**src/rtl/m_ifetch.sv**
```systemverilog
`default_nettype none
// m_ifetch: PC holder, imem addressing and DEPTH-entry {pc, ir} fetch FIFO with redirect flush.
// Optional macro IFETCH_STATS_EN adds fetch/stall counters.  Rev 1.0
module m_ifetch #(
  parameter int          DEPTH    = 4,
  parameter int          ADDR_W   = 12,
  parameter logic [31:0] RESET_PC = 32'h0
) (
  input  logic                     w_clk,
  input  logic                     w_rst_n,
  output logic [ADDR_W-1:0]        w_imem_addr,
  input  logic [31:0]              w_imem_data,
  input  logic                     w_redirect,
  input  logic [31:0]              w_target,
  input  logic                     w_ready,
  output logic                     w_valid,
  output logic [31:0]              w_ir,
  output logic [31:0]              w_pc,
  output logic [$clog2(DEPTH):0]   w_count
`ifdef IFETCH_STATS_EN
  ,
  output logic [31:0]              w_stat_fetch,
  output logic [31:0]              w_stat_stall
`endif
);

  localparam int PW = $clog2(DEPTH);
  localparam int CW = PW + 1;

  typedef enum logic [1:0] {S_IDLE = 2'd0, S_RUN = 2'd1, S_FLUSH = 2'd2} state_t;

  state_t          state, state_nxt;
  logic [31:0]     pc;
  logic [PW-1:0]   rd_ptr, wr_ptr;
  logic [CW-1:0]   count;
  logic [31:0]     mem_pc [DEPTH];
  logic [31:0]     mem_ir [DEPTH];
  logic            pop, push;
  logic            unused_target_lsbs;

  assign unused_target_lsbs = &{1'b0, w_target[1:0]};

  assign w_imem_addr = pc[ADDR_W+1:2];
  assign w_valid     = (count != '0);
  assign w_count     = count;
  assign w_pc        = mem_pc[rd_ptr];
  assign w_ir        = mem_ir[rd_ptr];

  // Redirect suppresses both sides of the FIFO; a pop can free a slot for a same-cycle push.
  assign pop  = w_valid & w_ready & ~w_redirect;
  assign push = (state == S_RUN) & ~w_redirect & ((count < CW'(DEPTH)) | pop);

  always_comb begin
    state_nxt = state;
    if (w_redirect) begin
      state_nxt = S_FLUSH;
    end else begin
      case (state)
        S_IDLE:  state_nxt = S_RUN;
        S_FLUSH: state_nxt = S_RUN;
        S_RUN:   state_nxt = S_RUN;
        default: state_nxt = S_IDLE;
      endcase
    end
  end

  always_ff @(posedge w_clk) begin
    if (!w_rst_n) begin
      state  <= S_IDLE;
      pc     <= RESET_PC;
      rd_ptr <= '0;
      wr_ptr <= '0;
      count  <= '0;
      for (int i = 0; i < DEPTH; i++) begin
        mem_pc[i] <= '0;
        mem_ir[i] <= '0;
      end
    end else begin
      state <= state_nxt;
      if (w_redirect) begin
        pc     <= {w_target[31:2], 2'b00};
        rd_ptr <= '0;
        wr_ptr <= '0;
        count  <= '0;
      end else begin
        if (push) begin
          mem_pc[wr_ptr] <= pc;
          mem_ir[wr_ptr] <= w_imem_data;
          wr_ptr         <= wr_ptr + 1'b1;
          pc             <= pc + 32'd4;
        end
        if (pop) begin
          rd_ptr <= rd_ptr + 1'b1;
        end
        count <= count + CW'(push) - CW'(pop);
      end
    end
  end

`ifdef IFETCH_STATS_EN
  logic stall;
  assign stall = (state == S_RUN) & (count == CW'(DEPTH)) & ~(w_valid & w_ready);

  always_ff @(posedge w_clk) begin
    if (!w_rst_n) begin
      w_stat_fetch <= '0;
      w_stat_stall <= '0;
    end else begin
      w_stat_fetch <= w_stat_fetch + 32'(push);
      w_stat_stall <= w_stat_stall + 32'(stall);
    end
  end
`endif

endmodule
`default_nettype wire

```
**config.mk**
```make
export PLATFORM = sky130hd
export DESIGN_NAME = m_ifetch
export DESIGN_NICKNAME = d
export VERILOG_FILES = /design/src/rtl/m_ifetch.sv
export SDC_FILE = /design/constraint.sdc
export NUM_CORES = 1
export LEC_CHECK = 0
export CAP_MARGIN = 20
export CORE_ASPECT_RATIO = 0.7
export CORE_UTILIZATION = 34
export CTS_BUF_LIST = sky130_fd_sc_hd__clkbuf_4 sky130_fd_sc_hd__clkbuf_8 sky130_fd_sc_hd__clkbuf_16
export DETAILED_ROUTE_END_ITERATION = 6
export PLACE_DENSITY = 0.55
export SYNTH_ARGS = -nofsm -noshare
export SYNTH_HDL_FRONTEND = slang
export SYNTH_SLANG_ARGS = --single-unit
```
**constraint.sdc**
```tcl
create_clock -name w_clk -period 8.1 [get_ports w_clk]
set_input_delay 2.025 -clock w_clk [delete_from_list [all_inputs] [get_ports w_clk]]
set_output_delay 2.025 -clock w_clk [all_outputs]
set_load 0.01 [all_outputs]
```
==> metrics.yaml <==
layout:
  final_cell_area_mm2: 0.0159
  post-route-util: 0.424
  areaGrowthSynthToFinish_pct: 21.8
  instances_no_fill: 1540
  layout-drive-gt1-share: 0.141
  fillers: 3430
  finalNetCount: 1099
setup_path:
  r2r_slack_ns: 4.51
  critical_path.endpoint: "w_pc[12]"
  critical_path_class: "reg2out"
  critPathCaptureType: "output port"
  critPathLaunchType: "flop"
  arrival_ns: 3.22
  r2r-end: "mem_pc[1][16]$_SDFFCE_PN0P_"
  cp_data_required_time_ns: 6.08
  regToRegStartpoint: "state[0]$_SDFF_PP0_"
  path_max_fanout: 35
  reg2reg_depth: 4
global_routing:
  grt_antenna_before_repair: 1
  grt_max_degree: 63
  grt_pass1_wl_mm: 51.1
  grt_pass1_vias: 8065
  gr-usage-all-layers: 0.170
  grt-ovfl-total: 0
yosys:
  synth_warnings: 0
  synth_area_mm2: 0.0131
  synth_top_area_share: 0.570
  synth_edf_count: 248
  ys_async_sr_fraction: 0
  seq_area_frac_synth: 0.633
  synth_cell_types: 50
  synthCells: 921
  synth_flop_cell: "edfxtp_1"
  yosys.area.top_type: "edfxtp_1"
  yosys-top-cells-area: "edfxtp_1, and2_1, mux4_2"
  synth.avg_cell_area_um2: 14.2
  synth-seq-cells: 289
route:
  vias: 7918
  drc: 0
  ant_nets: 0
  wl_mm: 33.2
  first_pass_iters: 4
  avgRoutedWirePerCell_um: 21.6
  vias_per_cell: 5.14
  drt_iter0_drc: 554
sta:
  grt_setup_unrepaired: "no"
  finalHoldViolCount: 0
  fin_crit_ns: 5.24
  setup_viol: 0
  maxSlewViolCount: 0
  tightest_slew_ns: 1.06
  max_slew_margin: 0.294
  whs_ns: 0.456
  layout_setup_ws_ns: 2.86
  max_freq_mhz: 191
  period_share: 0.647
  fin_setup_tns_ns: 0
  skew_ns: 0.0124
pwr:
  power.leakage_nw: 5.47
  powerDensity_mw_per_mm2: 208
  irDropWorstVdd_mv: 0.159
  p_total_mw: 3.31
die:
  die_x_um: 236
  initial_core_util: 0.348
  num_rows: 59
  core_mm2: 0.0375
  fp.dieH_um: 166
  io_pins: 148
  dieArea_mm2: 0.0392
cts:
  cts.htree.levels: 1
  cts_tree: "built"
  clk_latency_ns: 0.55
  cts_setup_buffers: 0
  cts_inserted_buffers: 30
  clk_pin_slew_worst_paths_ns: 0.06
  cts.sinks: 289
  ctsHoldBuffers: 0
  cts_resized: 0
  clock_path_buffers: 3
  cts_root_buf: "clkbuf_16"
place:
  post_dp_cell_area_mm2: 0.0149
  gp_congestion: 0.797
  numPortBuffers: 143
  dp_hpwl_mm: 19.7
  post-place-ws_ns: 2.60
  place_inst: 1483
flow_run:
  drv_cap: 0
run_status:
  status: "complete, no violations"
hold_path:
  hold_path_class: "reg2reg"
[cell families (layout without fill, tap and decap cells)]
group,after synthesis,after routing,share of synthesized area
buffers and inverters,94,223,0.0324
and+or+nand+nor,377,377,0.174
xor gates and xnor gates,12,12,0.00805
AOI/OAI and AO/OA,82,82,0.0405
muxes,62,62,0.107
adders and majority gates,4,4,0.00441
other,1,3,0.000287
DFF,289,289,0.633
[power breakdown]
| group | switching (mW) | total [mW] | internal (mW) |
|---|---|---|---|
| registers | 0.0437 | 1.72 | 1.67 |
| clock network | 0.572 | 1.38 | 0.804 |
| logic | 0.108 | 0.214 | 0.106 |
[worst min path at each step]
stage                                      to  cells past startpoint                start
after global routing      state[0]$_SDFF_PP0_                      1  state[1]$_SDFF_PN0_
final                     state[0]$_SDFF_PP0_                      1  state[0]$_SDFF_PP0_
after CTS                 state[0]$_SDFF_PP0_                      1  state[0]$_SDFF_PP0_
after detailed placement  state[0]$_SDFF_PP0_                      1  state[0]$_SDFF_PP0_
after global placement    state[0]$_SDFF_PP0_                      1  state[1]$_SDFF_PN0_
after floorplan           state[0]$_SDFF_PP0_                      1  state[1]$_SDFF_PN0_
[cell usage in the layout, fill, tap and decap left out, drive strengths merged, types with 4 or more instances in the layout]
master,count
mux4,62
a31oi,16
nor2,21
and2,246
inv,7
or4,16
and4,4
nor2b,4
xor2,9
dfxtp,41
and3,4
clkbuf,48
o21ai,32
buf,16
nand4,17
or3,8
edfxtp,248
a21oi,5
nand2,23
clkinv,9
nand2b,6
clkdlybuf4s50,143
nor3,10
nand3,11
nor4,4
o31ai,12
[sequential cells by signal, summed over array words and instances, names as in the netlist, named ones only]
register	flops
w_count	3
mem_ir	128
mem_pc	120
rd_ptr	2
state	2
wr_ptr	2
pc	30
[cell type report]
| type | instances | area [um^2] | share of cell area |
|---|---|---|---|
| sequential | 289 | 8270 | 0.520 |
| antenna | 1 | 2.50 | 0.000157 |
| inverter | 8 | 30.0 | 0.00189 |
| tap | 488 | 611 | 0.0384 |
| clock buffer | 48 | 953 | 0.0599 |
| multi-input combinational | 539 | 4440 | 0.279 |
| timing repair buffer | 159 | 1550 | 0.0975 |
| clock inverter | 8 | 43.8 | 0.00275 |
[metal layers]
layer / global-route usage / share of wire / wire [um]
met2: 0.258 / 0.44 / 14700
met4: 0.0373 / 0.021 / 687
met3: 0.0304 / 0.051 / 1710
met5: 0 / 0 / 0
met1: 0.255 / 0.48 / 16100
[synthesized netlist by cell type, types with 3 or more instances]
library cell / number
buf_4: 14
nand2b_1: 6
dfxtp_1: 41
clkbuf_1: 62
nand3_1: 11
nand4_1: 16
ha_1: 3
mux4_2: 62
or3_1: 8
a221o_1: 3
a21oi_1: 5
o21ai_0: 32
a31oi_1: 16
edfxtp_1: 248
xnor2_1: 3
nor2b_1: 4
xor2_1: 9
a211oi_1: 3
and2_1: 246
inv_1: 7
nand2_1: 23
and3_1: 4
buf_2: 7
or4_1: 15
nor3_1: 9
o311a_1: 3
nor4_1: 4
nor2_1: 21
o31ai_1: 12
and4_1: 4
[critical path, stage by stage, from the launching register on]
cell and delay (ns):
dfxtp_4 0.86, buf_4 0.64, mux4_2 0.57, clkdlybuf4s50_1 0.57
No activity file was read; power rests on OpenSTA's default activity.
